===== config.mk =====
export PLATFORM = sky130hd
export DESIGN_NAME = wb_regfile_flat
export DESIGN_NICKNAME = d
export VERILOG_FILES = /design/src/rtl/wb_regfile_pkg.sv /design/src/rtl/wb_regfile_if.sv /design/src/rtl/hilo_flags_reg.sv /design/src/rtl/wb_regfile.sv /design/src/flat_wrapper.sv
export SDC_FILE = /design/constraint.sdc
export NUM_CORES = 2
export LEC_CHECK = 0
export CAP_MARGIN = 20
export CORE_UTILIZATION = 35
export DETAILED_ROUTE_END_ITERATION = 10
export PLACE_DENSITY_LB_ADDON = 0.05
export SLEW_MARGIN = 20
export SYNTH_ARGS = -nofsm -noshare
export SYNTH_HDL_FRONTEND = slang
export SYNTH_SLANG_ARGS = --single-unit

===== constraint.sdc =====
create_clock -name clk -period 5.45 [get_ports clk]
set_input_delay 1.3625 -clock clk [delete_from_list [all_inputs] [get_ports clk]]
set_output_delay 1.3625 -clock clk [all_outputs]
set_load 0.05 [all_outputs]

===== src/rtl/wb_regfile_pkg.sv =====
// Shared constants for the write-back stage: widths, register count and
// the enable/reset encodings used across the register-file slice.
package wb_regfile_pkg;

    localparam int REG_NUM    = 32;
    localparam int REG_ADDR_W = 5;
    localparam int REG_DATA_W = 32;

    localparam logic RST_ENABLE   = 1'b0;  // reset is active-low
    localparam logic WRITE_ENABLE = 1'b1;
    localparam logic READ_ENABLE  = 1'b1;

    localparam logic [REG_ADDR_W-1:0] NOP_REG_ADDR = '0;
    localparam logic [REG_DATA_W-1:0] ZERO_WORD    = '0;

endpackage


===== src/rtl/wb_regfile_if.sv =====
// MEM/WB commit bus plus the decode-side read ports of the register file.
// The pipeline is the master; the register file is the slave.
interface wb_regfile_if #(
    parameter int ADDR_W = 5,
    parameter int DATA_W = 32
);

    logic [ADDR_W-1:0] wb_wd;
    logic              wb_wreg;
    logic [DATA_W-1:0] wb_wdata;
    logic [DATA_W-1:0] wb_hi;
    logic [DATA_W-1:0] wb_lo;
    logic              wb_we;
    logic [DATA_W-1:0] wb_flags;

    logic              re1;
    logic              re2;
    logic [ADDR_W-1:0] raddr1;
    logic [ADDR_W-1:0] raddr2;
    logic [DATA_W-1:0] rdata1;
    logic [DATA_W-1:0] rdata2;

    logic [DATA_W-1:0] hi_o;
    logic [DATA_W-1:0] lo_o;
    logic [DATA_W-1:0] flags_o;
    logic [DATA_W-1:0] flags_snap;  // last committed flags, for exception capture

    modport master (
        output wb_wd, wb_wreg, wb_wdata, wb_hi, wb_lo, wb_we, wb_flags,
        output re1, re2, raddr1, raddr2,
        input  rdata1, rdata2, hi_o, lo_o, flags_o, flags_snap
    );

    modport slave (
        input  wb_wd, wb_wreg, wb_wdata, wb_hi, wb_lo, wb_we, wb_flags,
        input  re1, re2, raddr1, raddr2,
        output rdata1, rdata2, hi_o, lo_o, flags_o, flags_snap
    );

endinterface


===== src/rtl/hilo_flags_reg.sv =====
// HI/LO multiply-result pair and the flags register, each with a
// same-cycle bypass from the write-back inputs.
module hilo_flags_reg
    import wb_regfile_pkg::*;
#(
    parameter int DATA_W = REG_DATA_W
) (
    input  logic              clk,
    input  logic              rst,
    input  logic              we,
    input  logic [DATA_W-1:0] hi_in,
    input  logic [DATA_W-1:0] lo_in,
    input  logic [DATA_W-1:0] flags_in,
    output logic [DATA_W-1:0] hi_o,
    output logic [DATA_W-1:0] lo_o,
    output logic [DATA_W-1:0] flags_o,
    output logic [DATA_W-1:0] flags_snap
);

    logic [DATA_W-1:0] hi_q;
    logic [DATA_W-1:0] lo_q;
    logic [DATA_W-1:0] flags_q;

    // NOTE: state uses non-blocking assignments so every flop samples the
    // pre-edge values regardless of statement order.
    always_ff @(posedge clk) begin
        if (rst == RST_ENABLE) begin
            hi_q    <= '0;
            lo_q    <= '0;
            flags_q <= '0;
        end else begin
            if (we == WRITE_ENABLE) begin
                hi_q <= hi_in;
                lo_q <= lo_in;
            end
            flags_q <= flags_in;
        end
    end

    // NOTE: outputs get a default before any branch so no latch is inferred.
    always_comb begin
        hi_o       = '0;
        lo_o       = '0;
        flags_o    = '0;
        flags_snap = '0;
        if (rst != RST_ENABLE) begin
            hi_o       = (we == WRITE_ENABLE) ? hi_in : hi_q;
            lo_o       = (we == WRITE_ENABLE) ? lo_in : lo_q;
            // Flags are written every cycle, so the bypass always wins.
            flags_o    = flags_in;
            flags_snap = flags_q;
        end
    end

endmodule


===== src/rtl/wb_regfile.sv =====
// Write-back commit: 32x32 GPR file with two bypassed combinational read
// ports, plus HI/LO and flags held in hilo_flags_reg.
module wb_regfile
    import wb_regfile_pkg::*;
#(
    parameter int NREGS  = REG_NUM,
    parameter int ADDR_W = REG_ADDR_W,
    parameter int DATA_W = REG_DATA_W
) (
    input  logic         clk,
    input  logic         rst,
    wb_regfile_if.slave  bus
);

    logic [DATA_W-1:0] regs [NREGS];

    // NOTE: the array is cleared by reset because software expects every GPR
    // to read zero after reset; this costs a flop-array rather than a RAM.
    always_ff @(posedge clk) begin
        if (rst == RST_ENABLE) begin
            for (int i = 0; i < NREGS; i++) begin
                regs[i] <= '0;
            end
        end else if (bus.wb_wreg == WRITE_ENABLE && bus.wb_wd != NOP_REG_ADDR) begin
            regs[bus.wb_wd] <= bus.wb_wdata;
        end
    end

    // r0 is checked before the bypass so a dropped write to r0 never leaks.
    function automatic logic [DATA_W-1:0] read_port(
        input logic              rst_v,
        input logic              re,
        input logic [ADDR_W-1:0] raddr,
        input logic              wreg,
        input logic [ADDR_W-1:0] wd,
        input logic [DATA_W-1:0] wdata,
        input logic [DATA_W-1:0] stored
    );
        if (rst_v == RST_ENABLE)                    return ZERO_WORD;
        if (re != READ_ENABLE)                      return ZERO_WORD;
        if (raddr == NOP_REG_ADDR)                  return ZERO_WORD;
        if (wreg == WRITE_ENABLE && raddr == wd)    return wdata;
        return stored;
    endfunction

    always_comb begin
        bus.rdata1 = read_port(rst, bus.re1, bus.raddr1, bus.wb_wreg, bus.wb_wd,
                               bus.wb_wdata, regs[bus.raddr1]);
        bus.rdata2 = read_port(rst, bus.re2, bus.raddr2, bus.wb_wreg, bus.wb_wd,
                               bus.wb_wdata, regs[bus.raddr2]);
    end

    hilo_flags_reg #(
        .DATA_W (DATA_W)
    ) u_hilo_flags (
        .clk        (clk),
        .rst        (rst),
        .we         (bus.wb_we),
        .hi_in      (bus.wb_hi),
        .lo_in      (bus.wb_lo),
        .flags_in   (bus.wb_flags),
        .hi_o       (bus.hi_o),
        .lo_o       (bus.lo_o),
        .flags_o    (bus.flags_o),
        .flags_snap (bus.flags_snap)
    );

endmodule


===== src/flat_wrapper.sv =====
// flat-port wrapper written by rule: the top's interface ports become plain ports
module wb_regfile_flat import wb_regfile_pkg::*;
#(
    parameter int NREGS  = REG_NUM,
    parameter int ADDR_W = REG_ADDR_W,
    parameter int DATA_W = REG_DATA_W
)
  (clk, rst, bus_wb_wd, bus_wb_wreg, bus_wb_wdata, bus_wb_hi, bus_wb_lo, bus_wb_we, bus_wb_flags, bus_re1, bus_re2, bus_raddr1, bus_raddr2, bus_rdata1, bus_rdata2, bus_hi_o, bus_lo_o, bus_flags_o, bus_flags_snap);
  wb_regfile_if #(.ADDR_W(ADDR_W), .DATA_W(DATA_W)) bus_i ();
  input  logic clk;
  input  logic rst;
  input wire logic [$bits(bus_i.wb_wd)-1:0] bus_wb_wd;
  input wire logic [$bits(bus_i.wb_wreg)-1:0] bus_wb_wreg;
  input wire logic [$bits(bus_i.wb_wdata)-1:0] bus_wb_wdata;
  input wire logic [$bits(bus_i.wb_hi)-1:0] bus_wb_hi;
  input wire logic [$bits(bus_i.wb_lo)-1:0] bus_wb_lo;
  input wire logic [$bits(bus_i.wb_we)-1:0] bus_wb_we;
  input wire logic [$bits(bus_i.wb_flags)-1:0] bus_wb_flags;
  input wire logic [$bits(bus_i.re1)-1:0] bus_re1;
  input wire logic [$bits(bus_i.re2)-1:0] bus_re2;
  input wire logic [$bits(bus_i.raddr1)-1:0] bus_raddr1;
  input wire logic [$bits(bus_i.raddr2)-1:0] bus_raddr2;
  output wire logic [$bits(bus_i.rdata1)-1:0] bus_rdata1;
  output wire logic [$bits(bus_i.rdata2)-1:0] bus_rdata2;
  output wire logic [$bits(bus_i.hi_o)-1:0] bus_hi_o;
  output wire logic [$bits(bus_i.lo_o)-1:0] bus_lo_o;
  output wire logic [$bits(bus_i.flags_o)-1:0] bus_flags_o;
  output wire logic [$bits(bus_i.flags_snap)-1:0] bus_flags_snap;
  assign bus_i.wb_wd = bus_wb_wd;
  assign bus_i.wb_wreg = bus_wb_wreg;
  assign bus_i.wb_wdata = bus_wb_wdata;
  assign bus_i.wb_hi = bus_wb_hi;
  assign bus_i.wb_lo = bus_wb_lo;
  assign bus_i.wb_we = bus_wb_we;
  assign bus_i.wb_flags = bus_wb_flags;
  assign bus_i.re1 = bus_re1;
  assign bus_i.re2 = bus_re2;
  assign bus_i.raddr1 = bus_raddr1;
  assign bus_i.raddr2 = bus_raddr2;
  assign bus_rdata1 = bus_i.rdata1;
  assign bus_rdata2 = bus_i.rdata2;
  assign bus_hi_o = bus_i.hi_o;
  assign bus_lo_o = bus_i.lo_o;
  assign bus_flags_o = bus_i.flags_o;
  assign bus_flags_snap = bus_i.flags_snap;
  wb_regfile #(.NREGS(NREGS), .ADDR_W(ADDR_W), .DATA_W(DATA_W)) u_core (.clk(clk), .rst(rst), .bus(bus_i));
endmodule

---- Yosys cells after proc, flatten, opt, wreduce, memory -nomap -nowiden ----
Memory sizes are Yosys's and may differ from the RTL's.
Index checks and enable logic that the tools add are counted.
storage, ports and cells
  bits in registers ....................... 96
  RAM bits ................................ 1024
  input port bits ......................... 149
  word-level logic and storage cells ...... 59
  memories kept ........................... 1
memory list
  memory       words  bits a word  read ports  clocked after memory_dff  wr ports  RTL line          RTL
  u_core.regs  32     32           2           0                         32        wb_regfile.sv:15  logic [DATA_W-1:0] regs [NREGS];
cells by class
  equal/unequal tests ..................... 2
  multiplexer cells ....................... 46
  reductions and logical operators ........ 7
operators with widths
  cell                 number
  $mux W32             22
  $reduce_or A32 Y1    1
  $mux W1              23
  $eq A5 B5 Y1         2
  $logic_not A5 Y1     2
  $mux W5              1
  $reduce_bool A5 Y1   1
  $logic_and A1 B1 Y1  3

---- Depth between registers and ports, before layout ----
  depth in word-level cells ............... 11
  gate-level depth with buffers ........... 9

---- Cells and area by module ----
Synthesis repeated with hierarchy kept, for this count alone.
second synthesis, totals
  cells, all modules ...................... 4024
  area, all modules ....................... 58362.2 um^2
modules (own cells, without submodules)
  module          times used  cells an instance  area each (um^2)  sequential area each (um^2)
  wb_regfile      1           3715               54835.1           30749.5
  hilo_flags_reg  1           309                3527.1            1921.8

---- Worst setup path after synthesis ----
OpenSTA, ideal clock, no wires.
  path kind ............................... input to register
  start point ............................. input port bus_wb_wd[3]
  end point ............................... memory u_core.regs[4][0] (enable)
  data arrival time ....................... 4.454 ns
  setup slack ............................. 0.530 ns
  stages on the path ...................... 4
  path buffers ............................ 2
  path through ............................ buf_2 > or3b_2 > clkbuf_1 > o21ai_0
RTL lines
  element      RTL line            RTL
  from (decl)  flat_wrapper.sv:12  input wire logic [$bits(bus_i.wb_wd)-1:0] bus_wb_wd;
  to (decl)    wb_regfile.sv:15

---- Worst setup path after layout ----
  start point ............................. input port bus_raddr1[2]
  end point ............................... output port bus_rdata1[3]
on the way
  cells in the longest elaborated chain, start to end .. 10
  elaborated cells on any way between the ends .. 17
ends and longest elaborated chain
  element                RTL line            RTL
  from (decl)            flat_wrapper.sv:21  input wire logic [$bits(bus_i.raddr1)-1:0] bus_raddr1;
  $eq A5 B5 Y1           wb_regfile.sv:42    if (wreg == WRITE_ENABLE && raddr == wd) return wdata;
  $logic_and A1 B1 Y1    wb_regfile.sv:42
  $mux W1 (2 in series)  wb_regfile.sv:42
  $mux W1                wb_regfile.sv:41    if (raddr == NOP_REG_ADDR) return ZERO_WORD;
  $mux W1                wb_regfile.sv:40    if (re != READ_ENABLE) return ZERO_WORD;
  $mux W32               wb_regfile.sv:43    return stored;
  $mux W32 (*)           wb_regfile.sv:42
  $mux W32 (*)           wb_regfile.sv:41
  $mux W32 (*)           wb_regfile.sv:40
  to (decl)              flat_wrapper.sv:23  output wire logic [$bits(bus_i.rdata1)-1:0] bus_rdata1;
Every way passes the cells marked *; elsewhere a longest branch is shown, timed or not. The select of a mux whose other input is x is not followed.

==> impl_metrics.json <==
{
  "outcome": "complete, no violations",
  "design.final.nets": 4666,
  "antenna_violations_before_repair": 19,
  "ctsHtreeMaxLevel": 4,
  "cts_tree": "built",
  "maxCapViolCount": 0,
  "route.final.wire_length_um": 246000,
  "syn_inst": 4100,
  "clkSinkCount": 1120,
  "ff2ff_path_depth": 2,
  "insertion_delay_ns": 0.76,
  "die_w_um": 411,
  "seq_area_mm2": 0.0327,
  "static-leakage-power_nw": 25.7,
  "grt_start_max_net_pins": 67,
  "avgRoutedWirePerCell_um": 36.1,
  "via_per_inst": 5.78,
  "clock.fmax_mhz": 187,
  "worstReg2RegStart": "u_core.u_hilo_flags.hi_q[20]",
  "post-route-worst-setup-slack_ns": 0.0948,
  "post-route-drc-count": 0,
  "crit_type": "input pin to primary output",
  "io_buffers": 340,
  "initial_drc_count": 4664,
  "critical_path_arrival_ns": 3.99,
  "groute.usage.overall_pct": 29.0,
  "placementRows": 149,
  "ant_nets": 0,
  "grt_pass1_wl_um": 336000,
  "synth_enable_flop_cells": 1024,
  "start_util_pct": 35.4,
  "m1WireLength_um": 107000,
  "share_of_the_yosys_chip_area_belonging_to_registers_pct": 55.9,
  "area_delta_synth_final_pct": 22.9,
  "worst_setup_path_end_kind": "primary output",
  "worst_hold_path.endpoint": "u_core.u_hilo_flags.hi_q[5]",
  "hold_viol": 0,
  "r2r-end": "u_core.u_hilo_flags.hi_q[20]",
  "routed-wl-met3_um": 20300,
  "first_global_vias": 38900,
  "synthArstFlopShare_pct": 0,
  "filler_cell_count": 14800,
  "multi_input_area_mm2": 0.0247,
  "post-dp-hpwl_um": 158000,
  "hold_depth": 2,
  "relSlewSlack_pct": 30.7,
  "yosys_most_used_dff": "edfxtp_1",
  "layout_worst_path_cycle_share_pct": 98.3,
  "fin_worst_skew_ns": 0,
  "ios": 341,
  "design.die.area_mm2": 0.169,
  "crit_path_max_fanout": 11,
  "peakVddDrop_uv": 309,
  "ys.warnings.count": 0,
  "rsz0062_at_grt": "false",
  "synthDominantAreaCellType": "edfxtp_1",
  "finalWorstPathRequiredPeriod_ns": 5.36,
  "worst_pin_slew_ns": 1.04,
  "timing.reg2reg.setup_slack_ns": 4.80,
  "power-per-cell-area_mw_per_mm2": 313,
  "synth_top_cells_by_area": "edfxtp_1 (53%), mux4_2 (16%), and2_1 (11%)",
  "post-synth-top-area-fraction_pct": 52.6,
  "gp_congestion": 0.887,
  "clk_path_buf_depth": 3,
  "post_cts.resized_instances": 0,
  "via_count": 39400,
  "drt_pre_antenna_iters": 5,
  "post_synth_num_cell_types": 40,
  "syn_area_mm2": 0.0585,
  "wl_met2_um": 112000,
  "cts_hold_buffers": 0,
  "core_area_mm2": 0.165,
  "util_after_layout_pct": 43.5,
  "flip_flop_and_latch_count_after_synthesis": 1120,
  "setup_viol_count_final": 0,
  "cts_made_buffers": 139,
  "worst_setup_path_start_kind": "input pin",
  "clock_tree.root_cell": "clkbuf_16",
  "top_layer": "met5",
  "synth.avg_cell_area_um2": 14.3,
  "hold_path_startpoint": "u_core.u_hilo_flags.hi_q[5]",
  "worstPathRequired_ns": 4.09,
  "dp_worst_setup_slack_ns": -0.0996,
  "gr-total-overflow": 0,
  "slew_violations": 0,
  "cts.reportedPaths.clkPinSlew_ns": 0.05,
  "hold_path_class": "flip-flop to flip-flop",
  "final_layout_size_suffix_gt1_share_pct": 24.3,
  "die_h_um": 411
}
-- power breakdown --
group	internal, mW	leakage [nW]	total (mW)	switching (mW)
logic	1.33	13.1	3.35	2.02
clock network	5.19	2.13	9.07	3.88
registers	9.85	10.5	10.1	0.229
total	16.4	25.7	22.5	6.13
-- worst max path at each step --
| stage | endpoint | cells past startpoint | from | slack, ns |
|---|---|---|---|---|
| 2_1_floorplan | u_core.regs[4][0] | 4 | bus_wb_wd[3] | 0.53 |
| 3_3_place_gp | bus_rdata1[19] | 8 | bus_wb_wd[4] | -0.17 |
| 3_5_place_dp | bus_rdata1[19] | 8 | bus_wb_wd[0] | -0.1 |
| 4_1_cts | bus_rdata1[19] | 9 | bus_wb_wd[2] | 0.007 |
| 5_1_grt | bus_rdata1[19] | 9 | bus_raddr1[3] | 0.05 |
| 6_report | bus_rdata1[3] | 9 | bus_raddr1[2] | 0.09 |
-- kinds of logic (layout without fill, tap and decap cells) --
| group | count (synthesis) | after routing | share of synthesized area, % |
|---|---|---|---|
| compound gates | 330 | 330 | 4.21 |
| xor+xnor | 10 | 10 | 0.150 |
| buf+inv | 434 | 931 | 3.24 |
| flops | 1120 | 1120 | 55.9 |
| mux | 791 | 791 | 22.5 |
| other cells | 1 | 42 | 0.00641 |
| simple gates | 1414 | 1414 | 14.0 |
-- final cells by class --
class                      instances  share of cell area [%]
tap                             2189                    3.81
inverter                           1                 0.00871
clock buffer                     173                    5.13
multi-input combinational       2577                    34.3
antenna                           10                  0.0348
sequential                      1120                    45.5
timing repair buffer             678                    10.3
clock inverter                    79                   0.939
-- per-stage QoR --
step	power, mW	TNS (ns)	instances	cell area [um2]	hold WS, ns
after global placement	13.6	-1.88	6559	67400	0.487
after global routing	23.1	0	6818	71800	0.537
after CTS	22.6	0	6815	71800	0.513
after floorplan	12.0	0	4131	58600	0.734
final	22.5	0	6827	71900	0.507
after detailed placement	13.6	-1.07	6559	67400	0.495
-- registers in the layout, summed over array words and instances (netlist names) --
name	flops
u_core.u_hilo_flags.hi_q	32
u_core.u_hilo_flags.lo_q	32
u_core.regs	1024
u_core.u_hilo_flags.flags_q	32
-- worst max-delay path: stages --
cell and delay [ns]:
clkdlybuf4s50_1 0.62, buf_4 0.19, or3b_2 0.76, buf_4 0.32
o22ai_1 0.24, nor2_1 0.07, nand3_1 0.13, nand2_1 0.12
buf_12 0.17
-- repair_timing --
action	4_1_cts	5_1_grt
buffers inserted	4	2
pin swaps	1	1
endpoints found under the setup margin	23	1
-- synth_stat cells (32+ instances only) --
library cell and n:
o22ai_1 88, nand2_1 112, dfxtp_1 96, o221a_1 32
o221ai_1 32, and2_1 1057, clkbuf_1 321, a22oi_1 103
edfxtp_1 1024, mux2i_1 355, nor2_1 132, a211oi_1 32
nor2b_1 34, mux4_2 416, nand3_1 34, buf_2 59
-- layout by cell type, fill, tap and decap left out, drive strengths merged, types with 2 or more instances in the layout --
cell type	count
nand2b	2
or3	2
xnor2	6
buf	420
and2	1058
nor3	24
nand3	34
nand4	2
clkdlybuf4s50	257
nor2b	34
edfxtp	1024
nor4	2
clkinvlp	2
nand3b	5
nand2	112
diode	10
a311oi	10
nor2	132
a22oi	103
o21ai	31
dfxtp	96
mux2i	355
bufinv	8
clkbuf	174
inv	6
mux2	20
conb	32
xor2	4
or3b	4
o221a	32
o221ai	32
mux4	416
a211oi	32
o22ai	88
clkinv	64
-- routing by layer --
layer / GRT usage (%) / vias to the layer above
li1: - / 16400
met1: 40.7 / 20800
met2: 44.6 / 1933
met3: 6.47 / 340
met4: 8.69 / 4
met5: 0 / -
Power figures use the tool's default switching activity.
